$ cat config.mk
export PLATFORM = sky130hd
export DESIGN_NAME = ecdsa_sign_seq_flat
export DESIGN_NICKNAME = d
export VERILOG_FILES = /design/src/rtl/ecc_pkg.sv /design/src/rtl/ecdsa_sign_seq_if.sv /design/src/rtl/ecc_step_wdt.sv /design/src/rtl/ecdsa_sign_seq.sv /design/src/flat_wrapper.sv
export SDC_FILE = /design/constraint.sdc
export NUM_CORES = 1
export LEC_CHECK = 0
export BUFFER_PORTS_ARGS = -buffer_cell sky130_fd_sc_hd__buf_2
export CAP_MARGIN = 10
export CORE_MARGIN = 2
export CORE_UTILIZATION = 45
export CTS_BUF_LIST = sky130_fd_sc_hd__clkbuf_2
export DETAILED_ROUTE_END_ITERATION = 7
export GPL_TIMING_DRIVEN = 0
export SYNTH_ARGS = -nofsm -noshare
export SYNTH_HDL_FRONTEND = slang
export SYNTH_SLANG_ARGS = --single-unit
$ cat constraint.sdc
create_clock -name clk -period 5.61 [get_ports clk]
set_input_delay 0.2805 -clock clk [delete_from_list [all_inputs] [get_ports clk]]
set_output_delay 0.2805 -clock clk [all_outputs]
set_load 0.02 [all_outputs]
$ cat src/rtl/ecc_pkg.sv
// ECC core shared definitions: sequencer states,
// sign status codes and the operand RAM slot map.
package ecc_pkg;

  typedef enum logic [2:0] {
    ST_IDLE = 3'd0,
    ST_KREQ = 3'd1,
    ST_PM   = 3'd2,
    ST_RCAL = 3'd3,
    ST_ICAL = 3'd4,
    ST_SCAL = 3'd5,
    ST_FIN  = 3'd6
  } seq_state_e;

  localparam logic [1:0] STS_OK    = 2'b00;
  localparam logic [1:0] STS_RETRY = 2'b01;
  localparam logic [1:0] STS_TMO   = 2'b10;

  localparam logic [3:0] K_NUM = 4'd0;
  localparam logic [3:0] X_KG  = 4'd1;
  localparam logic [3:0] R_NUM = 4'd2;
  localparam logic [3:0] K_INV = 4'd3;
  localparam logic [3:0] S_NUM = 4'd4;

  // states that run a downstream step under the watchdog
  function automatic logic is_step(seq_state_e s);
    return s inside {ST_KREQ, ST_PM, ST_RCAL,
                     ST_ICAL, ST_SCAL};
  endfunction

endpackage

$ cat src/rtl/ecdsa_sign_seq_if.sv
// Handshake bundle between the sign sequencer and
// the nonce source / point-mult / r-s-inverse units.
interface ecdsa_sign_seq_if;
  logic k_req;
  logic k_ack;
  logic pm_start;
  logic pm_done;
  logic acen_r;
  logic acen_i;
  logic acen_s;
  logic rsidone;
  logic res_zero;

  modport master (
    output k_req, pm_start,
    output acen_r, acen_i, acen_s,
    input  k_ack, pm_done,
    input  rsidone, res_zero
  );

  modport slave (
    input  k_req, pm_start,
    input  acen_r, acen_i, acen_s,
    output k_ack, pm_done,
    output rsidone, res_zero
  );
endinterface

$ cat src/rtl/ecc_step_wdt.sv
// Per-step watchdog: counts cycles in a step and
// flags expiry on the cycle the count reaches TMO.
module ecc_step_wdt #(
  parameter int TMO = 65535,
  parameter int TMW = 16
) (
  input  logic clk,
  input  logic rst,
  input  logic clr,
  input  logic en,
  output logic expired
);
  localparam logic [TMW-1:0] LAST = TMW'(TMO - 1);

  logic [TMW-1:0] cnt_q, cnt_d;

  // clear on step change, count while enabled, hold at the limit
  always_comb begin
    cnt_d = cnt_q;
    if (clr)
      cnt_d = '0;
    else if (en && cnt_q != LAST)
      cnt_d = cnt_q + 1'b1;
  end

  // counter register
  always_ff @(posedge clk) begin
    if (rst) cnt_q <= '0;
    else     cnt_q <= cnt_d;
  end

  assign expired = en && (cnt_q == LAST);
endmodule

$ cat src/rtl/ecdsa_sign_seq.sv
// ECDSA sign sequencer: nonce, k*G, r, k^-1, s with
// nonce retry on zero r/s and a per-step watchdog.
module ecdsa_sign_seq
  import ecc_pkg::*;
#(
  parameter int MAX_RETRY = 3,
  parameter int RCW       = 2,
  parameter int TMO       = 65535,
  parameter int TMW       = 16
) (
  input  logic             clk,
  input  logic             rst,
  input  logic             start,
  input  logic             abort,
  ecdsa_sign_seq_if.master ctl,
  output logic             busy,
  output logic             done,
  output logic [1:0]       status,
  output logic [RCW-1:0]   retries
);
  seq_state_e     state_q, state_d;
  logic [1:0]     status_q, status_d;
  logic [RCW-1:0] retries_q, retries_d;
  logic k_req_q, k_req_d;
  logic pm_start_q, pm_start_d;
  logic acen_r_q, acen_r_d;
  logic acen_i_q, acen_i_d;
  logic acen_s_q, acen_s_d;
  logic busy_q, busy_d;
  logic done_q, done_d;
  logic retry, wdt_clr, wdt_en, wdt_exp;

  assign wdt_en = is_step(state_q);

  ecc_step_wdt #(
    .TMO (TMO),
    .TMW (TMW)
  ) u_wdt (
    .clk     (clk),
    .rst     (rst),
    .clr     (wdt_clr),
    .en      (wdt_en),
    .expired (wdt_exp)
  );

  // step sequencing; a completion seen together with
  // its own start pulse is stale and ignored
  always_comb begin
    state_d   = state_q;
    status_d  = status_q;
    retries_d = retries_q;
    retry     = 1'b0;
    unique case (state_q)
      ST_IDLE: if (start) begin
        state_d   = ST_KREQ;
        status_d  = STS_OK;
        retries_d = '0;
      end
      ST_KREQ: begin
        if (ctl.k_ack) state_d = ST_PM;
        else if (wdt_exp) state_d = ST_FIN;
      end
      ST_PM: begin
        if (ctl.pm_done && !pm_start_q)
          state_d = ST_RCAL;
        else if (wdt_exp) state_d = ST_FIN;
      end
      ST_RCAL: begin
        if (ctl.rsidone && !acen_r_q) begin
          if (ctl.res_zero) retry = 1'b1;
          else state_d = ST_ICAL;
        end else if (wdt_exp) state_d = ST_FIN;
      end
      ST_ICAL: begin
        if (ctl.rsidone && !acen_i_q)
          state_d = ST_SCAL;
        else if (wdt_exp) state_d = ST_FIN;
      end
      ST_SCAL: begin
        if (ctl.rsidone && !acen_s_q) begin
          if (ctl.res_zero) retry = 1'b1;
          else state_d = ST_FIN;
        end else if (wdt_exp) state_d = ST_FIN;
      end
      ST_FIN:  state_d = ST_IDLE;
      default: state_d = ST_IDLE;
    endcase
    // a step leaving straight to FIN did so on expiry
    if (is_step(state_q) && state_d == ST_FIN)
      status_d = STS_TMO;
    if (state_q == ST_SCAL && state_d == ST_FIN
        && ctl.rsidone && !acen_s_q)
      status_d = STS_OK;
    if (retry) begin
      if (retries_q == RCW'(MAX_RETRY)) begin
        state_d  = ST_FIN;
        status_d = STS_RETRY;
      end else begin
        state_d   = ST_KREQ;
        retries_d = retries_q + 1'b1;
      end
    end
    if (abort && state_q != ST_IDLE) begin
      state_d   = ST_IDLE;
      status_d  = status_q;
      retries_d = retries_q;
    end
  end

  // registered outputs, pulses on the first cycle of a state
  always_comb begin
    k_req_d    = state_d == ST_KREQ;
    pm_start_d = state_d == ST_PM   && state_q != ST_PM;
    acen_r_d   = state_d == ST_RCAL && state_q != ST_RCAL;
    acen_i_d   = state_d == ST_ICAL && state_q != ST_ICAL;
    acen_s_d   = state_d == ST_SCAL && state_q != ST_SCAL;
    busy_d     = state_d != ST_IDLE;
    done_d     = state_d == ST_FIN;
    wdt_clr    = state_d != state_q;
  end

  // state and output registers
  always_ff @(posedge clk) begin
    if (rst) begin
      state_q    <= ST_IDLE;
      status_q   <= STS_OK;
      retries_q  <= '0;
      k_req_q    <= 1'b0;
      pm_start_q <= 1'b0;
      acen_r_q   <= 1'b0;
      acen_i_q   <= 1'b0;
      acen_s_q   <= 1'b0;
      busy_q     <= 1'b0;
      done_q     <= 1'b0;
    end else begin
      state_q    <= state_d;
      status_q   <= status_d;
      retries_q  <= retries_d;
      k_req_q    <= k_req_d;
      pm_start_q <= pm_start_d;
      acen_r_q   <= acen_r_d;
      acen_i_q   <= acen_i_d;
      acen_s_q   <= acen_s_d;
      busy_q     <= busy_d;
      done_q     <= done_d;
    end
  end

  assign ctl.k_req    = k_req_q;
  assign ctl.pm_start = pm_start_q;
  assign ctl.acen_r   = acen_r_q;
  assign ctl.acen_i   = acen_i_q;
  assign ctl.acen_s   = acen_s_q;
  assign busy         = busy_q;
  assign done         = done_q;
  assign status       = status_q;
  assign retries      = retries_q;
endmodule

$ cat src/flat_wrapper.sv
// flat-port wrapper written by rule: the top's interface ports become plain ports
module ecdsa_sign_seq_flat import ecc_pkg::*;
#(
  parameter int MAX_RETRY = 3,
  parameter int RCW       = 2,
  parameter int TMO       = 65535,
  parameter int TMW       = 16
)
  (clk, rst, start, abort, busy, done, status, retries, ctl_k_req, ctl_pm_start, ctl_acen_r, ctl_acen_i, ctl_acen_s, ctl_k_ack, ctl_pm_done, ctl_rsidone, ctl_res_zero);
  ecdsa_sign_seq_if ctl_i ();
  input  logic clk;
  input  logic rst;
  input  logic start;
  input  logic abort;
  output logic busy;
  output logic done;
  output logic [1:0] status;
  output logic [RCW-1:0] retries;
  output wire logic [$bits(ctl_i.k_req)-1:0] ctl_k_req;
  output wire logic [$bits(ctl_i.pm_start)-1:0] ctl_pm_start;
  output wire logic [$bits(ctl_i.acen_r)-1:0] ctl_acen_r;
  output wire logic [$bits(ctl_i.acen_i)-1:0] ctl_acen_i;
  output wire logic [$bits(ctl_i.acen_s)-1:0] ctl_acen_s;
  input wire logic [$bits(ctl_i.k_ack)-1:0] ctl_k_ack;
  input wire logic [$bits(ctl_i.pm_done)-1:0] ctl_pm_done;
  input wire logic [$bits(ctl_i.rsidone)-1:0] ctl_rsidone;
  input wire logic [$bits(ctl_i.res_zero)-1:0] ctl_res_zero;
  assign ctl_k_req = ctl_i.k_req;
  assign ctl_pm_start = ctl_i.pm_start;
  assign ctl_acen_r = ctl_i.acen_r;
  assign ctl_acen_i = ctl_i.acen_i;
  assign ctl_acen_s = ctl_i.acen_s;
  assign ctl_i.k_ack = ctl_k_ack;
  assign ctl_i.pm_done = ctl_pm_done;
  assign ctl_i.rsidone = ctl_rsidone;
  assign ctl_i.res_zero = ctl_res_zero;
  ecdsa_sign_seq #(.MAX_RETRY(MAX_RETRY), .RCW(RCW), .TMO(TMO), .TMW(TMW)) u_core (.clk(clk), .rst(rst), .start(start), .abort(abort), .ctl(ctl_i), .busy(busy), .done(done), .status(status), .retries(retries));
endmodule
==> metrics.yaml <==
num_vias: 1789
period_needed_ps: 2385
wl_met3_um: 191
p_per_area_nw_per_um2: 217.6
synth_ff_type: "dfxtp_1"
cpLargestDelayFamily: "compound AO/OA/AOI/OAI gates"
synth_area_um2: 1971
cp_slowest_stage_delay_ps: 410
port_buffers: 17
crit_required_ps: 5890
rsz0062_at_grt: "no"
ir_worst_vdd_uv: 143.1
postRouteAntennaNets: 0
dr.pass1.iters: 4
drive_gt1_frac: 0.2124
dieWidth_um: 70.18
place_congestion: 0.9124
area_delta_synth_final_pct: 9.587
drv_cap: 0
wl_per_cell_um: 14.48
finalHoldViolations: 0
postRouteWirelength_um: 4502
end_kind: "register"
fin_tns_setup_ps: 0
synthCells: 234
power.leakage_nw: 0.8707
max_clock_freq_mhz: 419.4
worst_slew_pin_slew_ps: 684.4
nets: 269
finalCritPeriodShare: 0.4251
critPathKind: "reg2reg"
final_cell_mix: "nand2_1 (32), dfxtp_1 (30), nor3_1 (25)"
worstSkewPairLatency_ps: 350
yosys_warnings: 0
fin_ws_ps: 3225
drt_iter0_markers: 105
slowest_stage: "dfxtp_1"
wl_met2_um: 2110
wl_met1_um: 2147
dp_hpwl_um: 3384
grt.total_usage: 0.1979
syn_area_per_cell_um2: 8.422
synth_edf_count: 0
status: "finished, final reports clean"
cts_sinks: 30
path_clk_slew_ps: 170
ys_async_sr_fraction: 0
cp_max_fo: 10
core_um2: 4294
grt_overflow: 0
max_slew_margin: 0.5319
ys_types: 61
crit_chain: "buf_4 -> nor2b_1 -> o2bb2ai_1 -> a32oi_1 -> a31oi_1 -> o2111ai_2 -> buf_4 -> nor3_1"
cts_hold_buf: 0
rows: 24
maxSlewViolCount: 0
post_cts_buffers: 0
cp_common_cell: "buf_4"
clk_path_buf_depth: 2
syn_nets: 245
cts-root-buf: "clkbuf_2"
yosysSeqAreaShare: 0.3048
skew_ps: 19.24
top_layer_used: "met4"
worstPathArrival_ps: 2660
grt_pass1_vias: 1688
dieArea_um2: 4925
viasPerCell: 5.752
grt_max_degree: 11
htreeDepth: 2
grt_antenna_before_repair: 0
final_common_cell: "nand2_1"
initial_core_util: 0.4589
fp.dieH_um: 70.18
startpoint_type: "register"
antenna_cells: 0
setup_viol: 0
cts-resized-gates: 0
hp-class: "in2reg"
fillers: 438
numCtsBuffers: 5
path_buf_inv: 2
pre_cts_slack_ps: 3258
ios: 19
drc: 0
cts_tree: "yes"
synth-seq-cells: 30
grt_pass1_wl_um: 7859
cells in the mapped netlist, types with 2 or more instances:
| cell type | instances | area, µm² |
|---|---|---|
| a2111oi_2 | 2 | 30.03 |
| a21oi_1 | 8 | 40.04 |
| a21oi_4 | 2 | 32.53 |
| a31oi_1 | 4 | 25.02 |
| and3_1 | 3 | 18.77 |
| and4_1 | 2 | 17.52 |
| buf_2 | 6 | 30.03 |
| buf_4 | 2 | 15.01 |
| dfxtp_1 | 30 | 600.6 |
| ha_1 | 3 | 37.54 |
| inv_1 | 9 | 33.78 |
| nand2_1 | 32 | 120.1 |
| nand2b_1 | 5 | 31.28 |
| nand3_1 | 8 | 40.04 |
| nand3b_1 | 2 | 15.01 |
| nand4_1 | 3 | 18.77 |
| nand4b_1 | 2 | 17.52 |
| nor2_1 | 13 | 48.80 |
| nor2b_1 | 3 | 18.77 |
| nor3_1 | 25 | 125.1 |
| nor3b_1 | 5 | 37.54 |
| nor4_1 | 2 | 12.51 |
| nor4b_1 | 3 | 26.28 |
| nor4b_2 | 2 | 30.03 |
| o211ai_1 | 3 | 22.52 |
| o21ai_0 | 6 | 30.03 |
| or3b_1 | 2 | 17.52 |
| or3b_2 | 2 | 17.52 |
| xnor2_1 | 2 | 17.52 |
| xor2_1 | 12 | 105.1 |
final timing paths:
path	start	to	slack, ps	cells after the start
worst min register to register	u_core.status[0]	u_core.status[0]	540	2
worst max-delay path	u_core.state_q[1]	u_core.u_wdt.cnt_q[8]	3230	8
worst max register to register	u_core.state_q[1]	u_core.u_wdt.cnt_q[8]	3230	8
worst min-delay path	rst	u_core.retries[0]	320	2
per-layer routing:
| layer | track usage | vias up |
|---|---|---|
| li1 | - | 911 |
| met1 | 0.2627 | 842 |
| met2 | 0.3164 | 30 |
| met3 | 0.04185 | 6 |
| met4 | 0.07265 | 0 |
| met5 | 0 | - |
cells by family after synthesis:
family / count (synthesis) / synth area share
buffers and inverters: 19 / 0.04761
adder cells (fa/ha/maj): 3 / 0.01905
XOR/XNOR: 14 / 0.06222
AO/OA/AOI/OAI: 44 / 0.2038
flip-flops: 30 / 0.3048
AND/OR/NAND/NOR: 122 / 0.3518
multiplexers: 2 / 0.01079
worst register-to-register path, cell delays in order, from the launching register on:
cell and delay, ps:
dfxtp_1 410, buf_4 190, nor2b_1 330, o2bb2ai_1 230
a32oi_1 180, a31oi_1 240, o2111ai_2 280, buf_4 270
nor3_1 190
area by class of cell:
cell class	instances	area, µm²	area share
Multi-Input combinational cell	185	1276	0.5910
Sequential cell	30	600.6	0.2781
Timing Repair Buffer	17	85.08	0.03940
Tap cell	52	65.06	0.03013
Buffer	10	60.06	0.02781
Inverter	9	33.78	0.01564
Clock buffer	6	30.03	0.01390
Clock inverter	2	8.758	0.004056
registers in the layout, indices dropped and copies added (netlist names):
signal / count
u_core.ctl.acen_r: 1
u_core.busy: 1
u_core.done: 1
u_core.ctl.pm_start: 1
u_core.ctl.acen_s: 1
u_core.ctl.acen_i: 1
u_core.u_wdt.cnt_q: 16
u_core.ctl.k_req: 1
u_core.status: 2
u_core.state_q: 3
u_core.retries: 2
report_power, final:
| group | internal (mW) | switching, mW | leakage, nW | total (mW) |
|---|---|---|---|---|
| Combinational | 0.0508 | 0.0881 | 0.598 | 0.139 |
| Sequential | 0.221 | 0.00441 | 0.243 | 0.225 |
| Clock | 0.0308 | 0.0748 | 0.0304 | 0.106 |
through the flow:
| stage | cell area (µm²) | hold slack, ps | power (mW) | util | cells |
|---|---|---|---|---|---|
| global placement | 2121 | 507.3 | 0.3690 | 0.4939 | 303 |
| detailed placement | 2121 | 515.3 | 0.3682 | 0.4939 | 303 |
| global route | 2160 | 306.1 | 0.4990 | 0.5029 | 311 |
| CTS | 2160 | 294.0 | 0.4759 | 0.5029 | 311 |
| finish | 2160 | 317.9 | 0.4699 | 0.5029 | 311 |
| floorplan | 1971 | 509.3 | 0.3357 | - | 234 |
Note: power is estimated with default switching activity, not from simulation.
